## src/rtl/hotspot_locator.sv

```systemverilog
// Hotspot locator: finds the peak cell of one raster-ordered power frame and
// maps it to panel pixel coordinates, with optional IIR smoothing of the position.
module hotspot_locator #(
  parameter int              GRID_W       = 16,
  parameter int              GRID_H       = 8,
  parameter int              DW           = 32,
  parameter int              X_STEP       = 30,
  parameter int              X_OFF        = 15,
  parameter int              Y_STEP       = 34,
  parameter int              Y_OFF        = 17,
  parameter logic [DW-1:0]   THRESH       = 1000,
  parameter int              SMOOTH_SHIFT = 2
) (
  input  logic                clk_pix,
  input  logic                rst_n,
  input  logic                pwr_valid,
  input  logic                pwr_sof,
  input  logic [DW-1:0]       pwr_data,
  output logic signed [31:0]  pix_x,
  output logic signed [31:0]  pix_y,
  output logic                ena,
  output logic                hot_found,
  output logic                frame_err,
  output logic [1:0]          o_state
);

  localparam int CW = (GRID_W > 1) ? $clog2(GRID_W) : 1;
  localparam int RW = (GRID_H > 1) ? $clog2(GRID_H) : 1;

  localparam logic [1:0] S_IDLE   = 2'd0;
  localparam logic [1:0] S_SCAN   = 2'd1;
  localparam logic [1:0] S_MAP    = 2'd2;
  localparam logic [1:0] S_SMOOTH = 2'd3;

  logic [1:0]          r_state;
  logic [CW-1:0]       r_col;
  logic [RW-1:0]       r_row;
  logic [CW-1:0]       r_max_col;
  logic [RW-1:0]       r_max_row;
  logic [DW-1:0]       r_max;
  logic signed [15:0]  r_tx;
  logic signed [15:0]  r_ty;
  logic signed [31:0]  r_pix_x;
  logic signed [31:0]  r_pix_y;
  logic                r_ena;
  logic                r_hot;
  logic                r_err;
  logic                r_first;

  logic                w_sof;
  logic                w_load;
  logic                w_last_col;
  logic                w_last_row;
  logic [15:0]         w_tx;
  logic [15:0]         w_ty;
  logic signed [16:0]  w_dx;
  logic signed [16:0]  w_dy;
  logic signed [16:0]  w_sx;
  logic signed [16:0]  w_sy;

  // A sof beat in IDLE or SCAN (re)starts a frame with itself as index 0.
  assign w_sof      = pwr_valid & pwr_sof;
  assign w_load     = w_sof && (r_state == S_IDLE || r_state == S_SCAN);
  assign w_last_col = (r_col == CW'(GRID_W - 1));
  assign w_last_row = (r_row == RW'(GRID_H - 1));

  assign w_tx = 16'(32'(r_max_col) * X_STEP + X_OFF);
  assign w_ty = 16'(32'(r_max_row) * Y_STEP + Y_OFF);

  // 17-bit signed difference; >>> floors toward negative infinity.
  assign w_dx = {r_tx[15], r_tx} - r_pix_x[16:0];
  assign w_dy = {r_ty[15], r_ty} - r_pix_y[16:0];
  assign w_sx = w_dx >>> SMOOTH_SHIFT;
  assign w_sy = w_dy >>> SMOOTH_SHIFT;

  always_ff @(posedge clk_pix or negedge rst_n) begin
    if (!rst_n) begin
      r_state   <= S_IDLE;
      r_col     <= '0;
      r_row     <= '0;
      r_max_col <= '0;
      r_max_row <= '0;
      r_max     <= '0;
      r_tx      <= '0;
      r_ty      <= '0;
      r_pix_x   <= '0;
      r_pix_y   <= '0;
      r_ena     <= 1'b0;
      r_hot     <= 1'b0;
      r_err     <= 1'b0;
      r_first   <= 1'b1;
    end else begin
      r_ena <= 1'b0;
      r_err <= w_sof && (r_state != S_IDLE);
      if (w_load) begin
        r_max     <= pwr_data;
        r_max_col <= '0;
        r_max_row <= '0;
        r_col     <= CW'(1);
        r_row     <= '0;
        r_state   <= S_SCAN;
      end else if (r_state == S_SCAN && pwr_valid) begin
        // Strict greater-than keeps the earliest raster index on ties.
        if (pwr_data > r_max) begin
          r_max     <= pwr_data;
          r_max_col <= r_col;
          r_max_row <= r_row;
        end
        if (w_last_col) begin
          r_col <= '0;
          r_row <= r_row + RW'(1);
          if (w_last_row) r_state <= S_MAP;
        end else begin
          r_col <= r_col + CW'(1);
        end
      end

      if (r_state == S_MAP) begin
        if (r_max < THRESH) begin
          r_hot   <= 1'b0;
          r_state <= S_IDLE;
        end else begin
          r_tx    <= w_tx;
          r_ty    <= w_ty;
          r_state <= S_SMOOTH;
        end
      end

      if (r_state == S_SMOOTH) begin
        if (r_first || SMOOTH_SHIFT == 0) begin
          r_pix_x <= {{16{r_tx[15]}}, r_tx};
          r_pix_y <= {{16{r_ty[15]}}, r_ty};
          r_first <= 1'b0;
        end else begin
          r_pix_x <= r_pix_x + {{15{w_sx[16]}}, w_sx};
          r_pix_y <= r_pix_y + {{15{w_sy[16]}}, w_sy};
        end
        r_ena   <= 1'b1;
        r_hot   <= 1'b1;
        r_state <= S_IDLE;
      end
    end
  end

  assign pix_x     = r_pix_x;
  assign pix_y     = r_pix_y;
  assign ena       = r_ena;
  assign hot_found = r_hot;
  assign frame_err = r_err;
  assign o_state   = r_state;

endmodule

```

## config.mk

```make
export PLATFORM = sky130hd
export DESIGN_NAME = hotspot_locator
export DESIGN_NICKNAME = d
export VERILOG_FILES = /design/src/rtl/hotspot_locator.sv
export SDC_FILE = /design/constraint.sdc
export NUM_CORES = 1
export LEC_CHECK = 0
export CAP_MARGIN = 30
export CORE_AREA = 2 2 154 156
export CTS_CLUSTER_DIAMETER = 80
export DETAILED_ROUTE_END_ITERATION = 7
export DIE_AREA = 0 0 156 158
export DONT_BUFFER_PORTS = 1
export PLACE_DENSITY = 0.65
export SYNTH_ARGS = -nofsm -noshare
export SYNTH_HDL_FRONTEND = slang
export SYNTH_SLANG_ARGS = --single-unit
```

## constraint.sdc

```tcl
create_clock -name clk_pix -period 12.9 [get_ports clk_pix]
set_clock_uncertainty 0.15 [all_clocks]
set_input_delay 1.935 -clock clk_pix [delete_from_list [all_inputs] [get_ports clk_pix]]
set_output_delay 1.935 -clock clk_pix [all_outputs]
set_load 0.03 [all_outputs]
```

==> reports/metrics.sh <==
CRIT_PATH_END='pix_y[30]'
REG2REGPATHDEPTH=23
OUTCOME='completed'
TIMING.FINAL.CRIT_PERIOD_NS=5.946
CTSHOLDBUFFERS=0
TRANSITION_TIME_OF_THE_TIGHTEST_SLEW_CHECK_PIN_NS=0.9726
SETUP_VIOL=0
LAYOUT.FILLER_CELLS=2150
POSTSYNTHCELLCOUNT=1081
DRT_PRE_ANTENNA_ITERS=4
SYN_NETS=1251
IO_PINS=105
DP_CELLS=1346
TIMING_MAX_TRANSITION_VIOLATIONS_FINAL=0
CLK_PIN_SLEW_WORST_PATHS_NS=0.06
CRITPATHLAUNCHTYPE='flop'
GRT_PASS1_WL_MM=37.67
WORST_IR_DROP_VDD_mV=0.07859
SYNTH_TOP_FLOP_CELL='dfrtp_1'
PORT-BUFFER-COUNT=0
CP-END-KIND='flop'
MAX_STAGE_DELAY_NS=0.58
HPWL_MM=16.28
CTS_TREE='yes'
FINALWIRELENGTH_MM=22.14
FIRST_GLOBAL_VIAS=7788
WORST_HOLD_PATH_TYPE='flop to flop'
NUMCLOCKSINKS=129
CLK_LATENCY_NS=0.42
POSTSYNTHREGISTERBITS=129
SYNTH_ENABLE_FLOP_CELLS=0
FINALWEIGHTEDCONGESTION=0.8184
NETLIST_AREA_PRE_PLACE_UM2=10220
VIAS=7750
ANTENNA_VIOLATING_NETS_POST_ROUTE=0
SETUP_REPAIR_AFTER_GLOBAL_ROUTING_MISSED_ITS_MARGIN='no'
TIMING.CRITICAL_PATH.FANOUT_MAX=18
ROUTE.DETAILED.DRC=0
WORST_EP_REQUIRED_TIME_NS=13.06
CRIT_SHARE_POST_ROUTE_PCT=46.10
WORST_PATH_ARRIVAL_NS=6.11
ANTENNA_FOUND_INITIAL=0
CORE_REGION_AREA_UM2=23050
CTS_RESIZED=0
REPORT.FINAL.HOLD_VIOL_COUNT=0
ROWS=56
CRITICAL-PATH-TOP-CELL-BY-COUNT='a21o_1'
FIN_AREA_UM2=11070
CRIT-REG2REG-CAPTURE='pix_y[30]'
LAYOUT-AREA-OVERHEAD-VS-SYNTH_PCT=8.312
GRT_USE_TOTAL_PCT=18.77
CELLPOWERDENSITY_nW_PER_UM2=102.9
DIE-HEIGHT_UM=158
SYNTH.LIB_CELLS_USED.DISTINCT=87
FINAL_LAYOUT_SIZE_SUFFIX_GT1_SHARE_PCT=9.651
FINAL_NET_COUNT=1245
DRT_ITER0_MARKERS=288
SYN_AVG_CELL_AREA_UM2=9.455
CRIT_CHAIN='inv_1 > ha_1 > a21o_1 > a31o_2 > a41oi_2 > a21oi_1 > nand2b_1 > or2_2 > nor3_1 > ha_1 > inv_1 > ha_1 > a21o_1 > a21oi_1 > o21ai_1 > a21o_1 > a21o_1 > a221o_1 > or3_1 > o21bai_2 > o311ai_1 > xor2_1 > a22o_1'
FINALSETUPTNS_NS=0
POSTPLACECELLAREA_UM2=10510
H_TREE_DEPTH=4
TIMING.RR.START='pix_y[2]'
YS_WARN_COUNT=0
CRITPATHSLOWESTCELL='dfrtp_1'
YS_ASYNC_SR_FRACTION_PCT=100.0
CTS.PATH.MAX_BUFFERS=2
CTS.REPAIR_TIMING.SETUP_BUFFER_COUNT=0
MAX_FREQ_GHz=0.1682
START_UTIL_PCT=44.34
PIN_COUNT_OF_THE_BIGGEST_NET_ENTERING_GLOBAL_ROUTING=130
ROOT_BUFFER='clkbuf_16'
FLOORPLAN.DIE_AREA_UM2=24650
VIAS_PER_CELL=5.624
WORST_SLEW_MARGIN_REL_PCT=35.16
GLOBALROUTE.TOTALOVERFLOW=0
SETUP.WORST_PATH.CLASS='flop to flop'
SYNTH-SEQ-AREA-SHARE_PCT=31.60
DRT-WIRELENGTH-PER-CELL_UM=16.07
MAX-CAP-VIOLATIONS=0
POWER.STATIC_LEAKAGE_uW=0.005473
SETUP_SLACK_OF_THE_WORST_REGISTER_TO_REGISTER_PATH_NS=6.95
CP-STARTPOINT='pix_y[2]'
DIE_W_UM=156
LAYOUTNONFILLERINSTCOUNT=1378
DIODES=0
CTS-BUFFERS-INSERTED=17
==> cell usage in the layout, fill, tap and decap left out, drive strengths merged, types with 4 or more instances in the layout <==
cell type and n:
a211oi 17, a21oi 92, nor3 20, nand3b 4, o211ai 7, nor2 70
nand4 13, or3 4, nor4 8, xor2 24, nor2b 15, o21a 16
dfrtp 128, a22o 39, xnor2 66, mux2i 6, clkbuf 17, and2 8
o31ai 4, and3 10, inv 81, fa 7, a21o 38, nand2b 8
nand2 54, nand3 21, mux2 35, clkinv 7, or2 5, a31oi 8
o21bai 12, buf 4, ha 127, o21ai 62, nor3b 5
==> synth_stat cells (7+ instances only) <==
library cell / n / share of area [%]
ha_1: 127 / 16
nor4_1: 8 / 0.49
and3_1: 9 / 0.55
nand3_1: 21 / 1.0
dfrtp_1: 128 / 31
a22o_1: 38 / 3.3
fa_1: 7 / 1.4
a31oi_1: 7 / 0.43
a211oi_1: 11 / 0.81
xor2_1: 24 / 2.1
clkbuf_1: 19 / 0.70
xnor2_1: 66 / 5.7
nor2_1: 69 / 2.5
inv_1: 77 / 2.8
nand4_1: 13 / 0.80
nand2b_1: 7 / 0.43
o21a_1: 16 / 1.2
o21bai_1: 11 / 0.81
a21o_1: 37 / 2.7
mux2_2: 31 / 3.4
o21ai_0: 56 / 2.7
nor2b_1: 15 / 0.92
and2_1: 7 / 0.43
a21oi_1: 91 / 4.5
nor3_1: 19 / 0.93
nand2_1: 53 / 1.9
==> how the worst min path moves through the flow <==
stage | startpoint | to | slack (ns) | cells after the start
after floorplan | r_max_row[0] | r_ty[5] | 0.32 | 1
after global placement | r_max[27] | r_max[27] | 0.34 | 1
after detailed placement | r_max[27] | r_max[27] | 0.34 | 1
after CTS | r_max[27] | r_max[27] | 0.36 | 1
after global routing | r_max[2] | r_max[2] | 0.38 | 1
final | r_max[27] | r_max[27] | 0.35 | 1
==> layer usage <==
| metal | vias up | share of wire [%] | track usage, % | wire length (um) |
|---|---|---|---|---|
| li1 | 3942 | - | - | - |
| met1 | 3625 | 45 | 22.94 | 10030 |
| met2 | 151 | 47 | 31.80 | 10380 |
| met3 | 32 | 5.7 | 5.475 | 1262 |
| met4 | 0 | 2.1 | 6.335 | 474 |
| met5 | - | 0 | 0 | 0 |
==> state kept, by name, summed over array words and instances, names as in the netlist <==
signal,count
pix_x,32
r_first,1
r_max_row,3
r_tx,9
o_state,2
r_row,3
pix_y,32
r_col,4
r_max_col,4
frame_err,1
r_max,32
ena,1
hot_found,1
r_ty,4
==> worst max-delay path: cells and delay by family, from the launching register on <==
kind,cells,cell delay (ns)
flip-flops,1,0.58
AO/OA/AOI/OAI,13,2.35
adder cells (fa/ha/maj),3,1.07
XOR/XNOR,1,0.16
AND/OR/NAND/NOR,4,0.97
buffers and inverters,2,0.56
==> power by group <==
group	leakage [uW]	internal [uW]	switching, uW
registers	0.00171	441	30.1
logic	0.00349	105	97.6
clock network	0.000270	266	198
total	0.00547	813	326
==> cell type report <==
class	instances	area, um^2	share of cell area [%]
Tap cell	290	362.8	3.278
Inverter	77	289.0	2.611
Sequential cell	129	3229	29.17
Multi-Input combinational cell	846	6568	59.32
Clock buffer	17	425.4	3.843
Timing Repair Buffer	4	62.56	0.5651
Clock inverter	15	133.9	1.209
==> cell families after synthesis <==
| group | count (synthesis) | synth area share [%] |
|---|---|---|
| buf+inv | 106 | 4.346 |
| xor+xnor | 90 | 7.712 |
| compound gates | 326 | 22.24 |
| mux | 41 | 4.444 |
| simple gates | 255 | 12.74 |
| fa+ha+maj | 134 | 16.92 |
| flops | 129 | 31.60 |
==> metrics by stage <==
stage / setup WS, ns / hold WS [ns] / utilization (%) / total power [uW]
6_report: 6.954 / 0.3548 / 48.02 / 1140
3_3_place_gp: 7.034 / 0.3374 / 45.36 / 674.3
2_1_floorplan: 7.501 / 0.3241 / - / 639.7
3_5_place_dp: 6.921 / 0.3433 / 45.60 / 683.8
5_1_grt: 6.610 / 0.3764 / 48.02 / 1211
4_1_cts: 6.916 / 0.3585 / 48.02 / 1156
Power figures use the tool's default switching activity.
